<file path="src/rtl/lfsr_pkg.sv">
// rtl/lfsr_pkg.sv - shared LFSR tap constants and step functions
package lfsr_pkg;

    localparam logic [31:0] TAPS_W8  = 32'h0000_0063;
    localparam logic [31:0] TAPS_W16 = 32'h0000_B401;
    localparam logic [31:0] TAPS_W32 = 32'hA300_0001;

    function automatic logic [31:0] width_mask(input int unsigned width);
        return (width >= 32) ? 32'hFFFF_FFFF : ((32'd1 << width) - 32'd1);
    endfunction

    // Any odd mask keeps the step invertible; the listed widths get long-period taps.
    function automatic logic [31:0] default_taps(input int unsigned width);
        case (width)
            8:       return TAPS_W8;
            16:      return TAPS_W16;
            32:      return TAPS_W32;
            default: return ((32'd1 << (width - 1)) | 32'd1) & width_mask(width);
        endcase
    endfunction

    function automatic logic [31:0] reverse_mask(input logic [31:0] taps,
                                                 input int unsigned width);
        return ((32'd1 << (width - 1)) | ((taps & width_mask(width)) >> 1)) & width_mask(width);
    endfunction

    function automatic logic [31:0] lfsr_fwd(input logic [31:0] state,
                                             input logic [31:0] taps,
                                             input int unsigned width);
        logic [31:0] s;
        logic        fb;
        s  = state & width_mask(width);
        fb = ~^(s & taps);
        return ((s >> 1) | ({31'd0, fb} << (width - 1))) & width_mask(width);
    endfunction

    function automatic logic [31:0] lfsr_rev(input logic [31:0] state,
                                             input logic [31:0] rmask,
                                             input int unsigned width);
        logic [31:0] s;
        logic        rb;
        s  = state & width_mask(width);
        rb = ~^(s & rmask);
        return ((s << 1) | {31'd0, rb}) & width_mask(width);
    endfunction

endpackage

</file>
<file path="src/rtl/lfsr_step_core.sv">
// rtl/lfsr_step_core.sv - combinational XNOR Fibonacci forward/reverse step
module lfsr_step_core #(
    parameter int unsigned WIDTH = 8
) (
    input  logic [WIDTH-1:0] state,
    input  logic [WIDTH-1:0] taps,
    input  logic             up_down,
    output logic [WIDTH-1:0] next_state
);

    logic [WIDTH-1:0] rmask;
    logic             fb;
    logic             rb;

    // The bit shifted out forward is recovered by folding the new MSB back in with taps[0].
    always_comb begin
        rmask      = {1'b1, taps[WIDTH-1:1]};
        fb         = ~^(state & taps);
        rb         = ~^(state & rmask);
        next_state = up_down ? {fb, state[WIDTH-1:1]} : {state[WIDTH-2:0], rb};
    end

endmodule

</file>
<file path="src/rtl/lfsr_seq_gen.sv">
// rtl/lfsr_seq_gen.sv - bidirectional LFSR sequencer with seed load, terminal count and offset
module lfsr_seq_gen
    import lfsr_pkg::*;
#(
    parameter int unsigned      WIDTH = 8,
    parameter logic [WIDTH-1:0] TAPS  = WIDTH'(default_taps(WIDTH)),
    parameter int unsigned      OFS_W = WIDTH
) (
    input  logic             clk,
    input  logic             reset_n,
    input  logic             enable,
    input  logic             up_down,
    input  logic             load,
    input  logic [WIDTH-1:0] seed,
    input  logic [WIDTH-1:0] term_value,
    output logic [WIDTH-1:0] count,
    output logic [OFS_W-1:0] offset,
    output logic             tc,
    output logic             lock_err
);

    localparam logic [WIDTH-1:0] LOCKUP = '1;

    logic [WIDTH-1:0] step_next;
    logic             seed_ok;

    lfsr_step_core #(
        .WIDTH(WIDTH)
    ) u_step_core (
        .state     (count),
        .taps      (TAPS),
        .up_down   (up_down),
        .next_state(step_next)
    );

    assign seed_ok = (seed != LOCKUP);

    // All-ones is the XNOR lock-up state; refusing it at load keeps it unreachable.
    always_ff @(posedge clk or negedge reset_n) begin
        if (!reset_n) begin
            count    <= '0;
            offset   <= '0;
            tc       <= 1'b0;
            lock_err <= 1'b0;
        end else begin
            tc <= 1'b0;
            if (load) begin
                if (seed_ok) begin
                    count  <= seed;
                    offset <= '0;
                end else begin
                    lock_err <= 1'b1;
                end
            end else if (enable) begin
                count  <= step_next;
                offset <= up_down ? offset + OFS_W'(1) : offset - OFS_W'(1);
                tc     <= (step_next == term_value);
            end
        end
    end

endmodule

</file>
<file path="config.mk">
export PLATFORM = sky130hd
export DESIGN_NAME = lfsr_seq_gen
export DESIGN_NICKNAME = d
export VERILOG_FILES = /design/src/rtl/lfsr_pkg.sv /design/src/rtl/lfsr_step_core.sv /design/src/rtl/lfsr_seq_gen.sv
export SDC_FILE = /design/constraint.sdc
export NUM_CORES = 1
export LEC_CHECK = 0
export CELL_PAD_IN_SITES_DETAIL_PLACEMENT = 1
export CELL_PAD_IN_SITES_GLOBAL_PLACEMENT = 2
export CORE_MARGIN = 2
export CORE_UTILIZATION = 27
export DETAILED_ROUTE_END_ITERATION = 12
export GPL_TIMING_DRIVEN = 0
export PLACE_DENSITY_LB_ADDON = 0.3
export SYNTH_ARGS = -nofsm -noshare
export SYNTH_HDL_FRONTEND = slang
export SYNTH_SLANG_ARGS = --single-unit
</file>
<file path="constraint.sdc">
create_clock -name clk -period 2.2 [get_ports clk]
set_input_delay 0.33 -clock clk [delete_from_list [all_inputs] [get_ports clk]]
set_output_delay 0.33 -clock clk [all_outputs]
set_load 0.02 [all_outputs]
</file>
==> results summary <==
Setup repair after global routing left no endpoint under its margin. The met2 demand-to-capacity share in global routing is 25.8%. The detailed router finished its first iteration with 27 violations. The floorplan row count is 25. The worst slew slack as a fraction of its limit came out at 38.2%. CTS placed an instance of sky130_fd_sc_hd__clkbuf_8 at the clock tree root. The count of non-filler cells in the finished layout came out at 245.

The sequential cell area is 450 sq um. The final setup violation count is 0. The slack of the critical path is 173 ps. The total congestion overflow is 0. The global routing stage identified its most utilized layer as met2. The total number of yosys warnings is 0. The antenna cell count is 0. The number of antenna violations at the first check in global routing is 0. Detailed placement ended at an HPWL of 3090 um.

The sequential-to-total area share from yosys stat came out at 34.5%. At the worst endpoint, the required time is 2350 ps. After layout, the worst path uses 92.2% of the clock period. Yosys attributes the largest share of cell area to sky130_fd_sc_hd__dfrtp_1, sky130_fd_sc_hd__mux2i_1, sky130_fd_sc_hd__ha_1, sky130_fd_sc_hd__nand2_1, sky130_fd_sc_hd__o21ai_1.

The total of max-cap violations is 0. The worst voltage drop across the vdd grid came out at 0.265 mV. The detailed-route DRC error count is 0.

The region available for standard cell placement spans 4690 sq um. The routed wirelength normalized by instance count came out at 16.4 um. The standby leakage power is 0.781 nW. Static timing analysis puts the maximum clock frequency at 493 MHz. The global-route track usage on met3 came out at 2.47%.

Entering global routing, the biggest net connects 19 pins. STA classifies the critical path endpoint as a flop. The global routing met1 resource utilization came out at 21.6%. The critical path data arrival time came out at 2180 ps. The chip height is 73.5 um. The number of flops mapped to enable cells by yosys came out at 0. The tightest min-delay check is of the reg2reg type. Along the worst path, the maximum fanout reaches 6.

The worst setup path is launched from a primary input. The routed layout has 1244 vias. CTS built an H-tree with a depth of 1.

The synthesized design devotes to its leading area cell type 34.5% of total area. The count of nets left with antenna violations after detail routing is 0. OpenSTA, run right after detailed placement, puts the worst setup slack at -793 ps. The post-synthesis async set-or-reset flop share is 100%. The flow ran to the end, and the final reports show no timing, DRC or antenna violations.

The final period demand of the worst path came out at 2030 ps. The wire length of the first global-routing pass came out at 6410 um. Summing every instance area after synthesis gives 1310 sq um.

The synthesized flop and latch total came out at 18. 39 I/O pins were placed. In this run the mean area of a mapped cell was 8.94 sq um.

Counting instances in the post-synthesis netlist gives the leading cell types as sky130_fd_sc_hd__nand2_1, sky130_fd_sc_hd__dfrtp_1, sky130_fd_sc_hd__o21ai_1. The final count of hold timing violations is 0. Buffers placed on the I/O ports in this run total 38.

The footprint of the multi-input gates came out at 848 sq um. In the post-synthesis netlist, the cell with the most instances is sky130_fd_sc_hd__nand2_1. The post-synthesis cell type count is 37. The gate count after technology mapping is 146. The clock latency at the later pin of the worst-skew pair came out at 260 ps.

The initial cell density of the core came out at 27.8%. The number of buffers added by the clock tree synthesis step came out at 3. The fraction of final layout cells sized beyond drive strength 1 is 11.5%.

From left edge to right edge, the die measures 73.5 um. In this run, placement finished with an instance count of 238. The final-stage net count is 221.

The area growth from synthesis to layout came out at 42.7%. In the routed layout, each cell is associated on average with a via count of 5.08. The maximum clock insertion buffer count is 2. TritonCTS built the clock tree. After clock tree synthesis, the clock-pin slew on the worst setup and hold paths is 70 ps. The worst setup path is of the in2reg kind.

The number of global-route vias before repair is 1301. The count of pins over their slew limit came out at 0. The top cell type by total area after synthesis is sky130_fd_sc_hd__dfrtp_1. The transition time of the tightest slew-check pin came out at 924 ps. The post-synthesis net count is 174. The total power came out at 1.28 mW.

Power spread over the standard cell area amounts to 689 nW/um^2. After detailed routing, the total wire length is 4020 um. The die covers 5410 sq um.

The top flip-flop cell by instance count after synthesis is sky130_fd_sc_hd__dfrtp_1. The combined global-route utilization of all metal layers is 15.7%. The number of sinks handled by clock tree synthesis came out at 18. The worst clock skew is 0.648 ps. At the end of routability-driven placement, the weighted congestion stood at 0.763. The detailed-router iteration count before antenna repair is 4. The number of fillers in the final layout came out at 556.
-- state kept, by name, summed over array words and instances, names as in the netlist --
signal    cells
offset        8
lock_err      1
tc            1
count         8
-- routing by layer --
| metal | wire (um) | up-vias |
|---|---|---|
| li1 | - | 609 |
| met5 | 0 | - |
| met3 | 103 | 5 |
| met4 | 34 | 0 |
| met1 | 1980 | 609 |
| met2 | 1900 | 21 |
-- worst max-delay path: stages --
cell and delay [ps]:
sky130_fd_sc_hd__buf_2 170, sky130_fd_sc_hd__buf_8 120, sky130_fd_sc_hd__clkinvlp_4 110, sky130_fd_sc_hd__buf_4 170
sky130_fd_sc_hd__ha_1 320, sky130_fd_sc_hd__nand2_1 130, sky130_fd_sc_hd__a211oi_2 60, sky130_fd_sc_hd__or3_1 380
sky130_fd_sc_hd__a31o_1 230, sky130_fd_sc_hd__a21o_1 170
-- cells by family (layout without fill, tap and decap cells) --
logic type	after synthesis	after routing	share of synthesized area, %
flip-flops	18	18	34.5
XOR/XNOR	16	16	11.3
AO/OA/AOI/OAI	39	39	17.8
multiplexers	12	12	9.30
AND/OR/NAND/NOR	46	46	16.9
buffers and inverters	8	53	2.88
adder cells (fa/ha/maj)	7	7	7.29
-- power breakdown --
part / leakage, nW / internal, mW / switching [mW]
Sequential: 0.232 / 0.379 / 0.0725
Combinational: 0.528 / 0.293 / 0.294
Clock: 0.0216 / 0.122 / 0.123
Total: 0.781 / 0.794 / 0.490
-- placed cells by master (no fill, tap or decap), drive strengths merged, types with 2 or more instances in the layout --
master         synthesis  final
xnor2                  8      8
nor2b                  3      3
a21oi                 12     12
o21ai                 16     16
ha                     6      6
clkbuf                 1      4
nand2b                 2      2
or3                    2      2
inv                    3      2
clkdlybuf4s50          0     37
dfrtp                 18     18
xor2                   8      8
a21o                   2      2
a211oi                 2      2
nor2                   9      9
nand2                 19     19
nand3                  4      4
buf                    4      9
mux2i                 11     11
nand4                  2      2
-- path summary, 6_finish.rpt --
check                               start         to  slack, ps  cells after the start
min in group asynchronous         reset_n   count[6]        580                      1
worst max register to register  offset[0]  offset[6]        260                      7
worst min register to register   lock_err   lock_err        480                      1
worst min-delay path             lock_err   lock_err        480                      1
worst max-delay path              up_down  offset[7]        170                     10
max in group asynchronous         reset_n   count[2]       1050                      1
-- what timing repair did --
item	in CTS	in global routing
setup endpoints to repair	4	1
hold buffers	0	0
gates resized for setup	7	6
buffers inserted	4	0
endpoints found under the hold margin	0	0
-- area by class of cell --
class,instances,share of cell area [%]
clock buffer,3,2.22
timing repair buffer,42,21.8
multi-input combinational,120,45.6
tap,54,3.63
inverter,3,0.806
buffer,5,1.81
sequential,18,24.2
-- stage by stage --
step,utilization (%),hold slack [ps],setup TNS (ps),area (sq um)
after floorplan,-,34.4,0,1310
after global placement,37.4,455,-2790,1750
after detailed placement,37.4,454,-3000,1750
after CTS,39.4,484,0,1850
after global routing,39.7,493,0,1860
final,39.7,479,0,1860
Power figures use the tool's default switching activity.
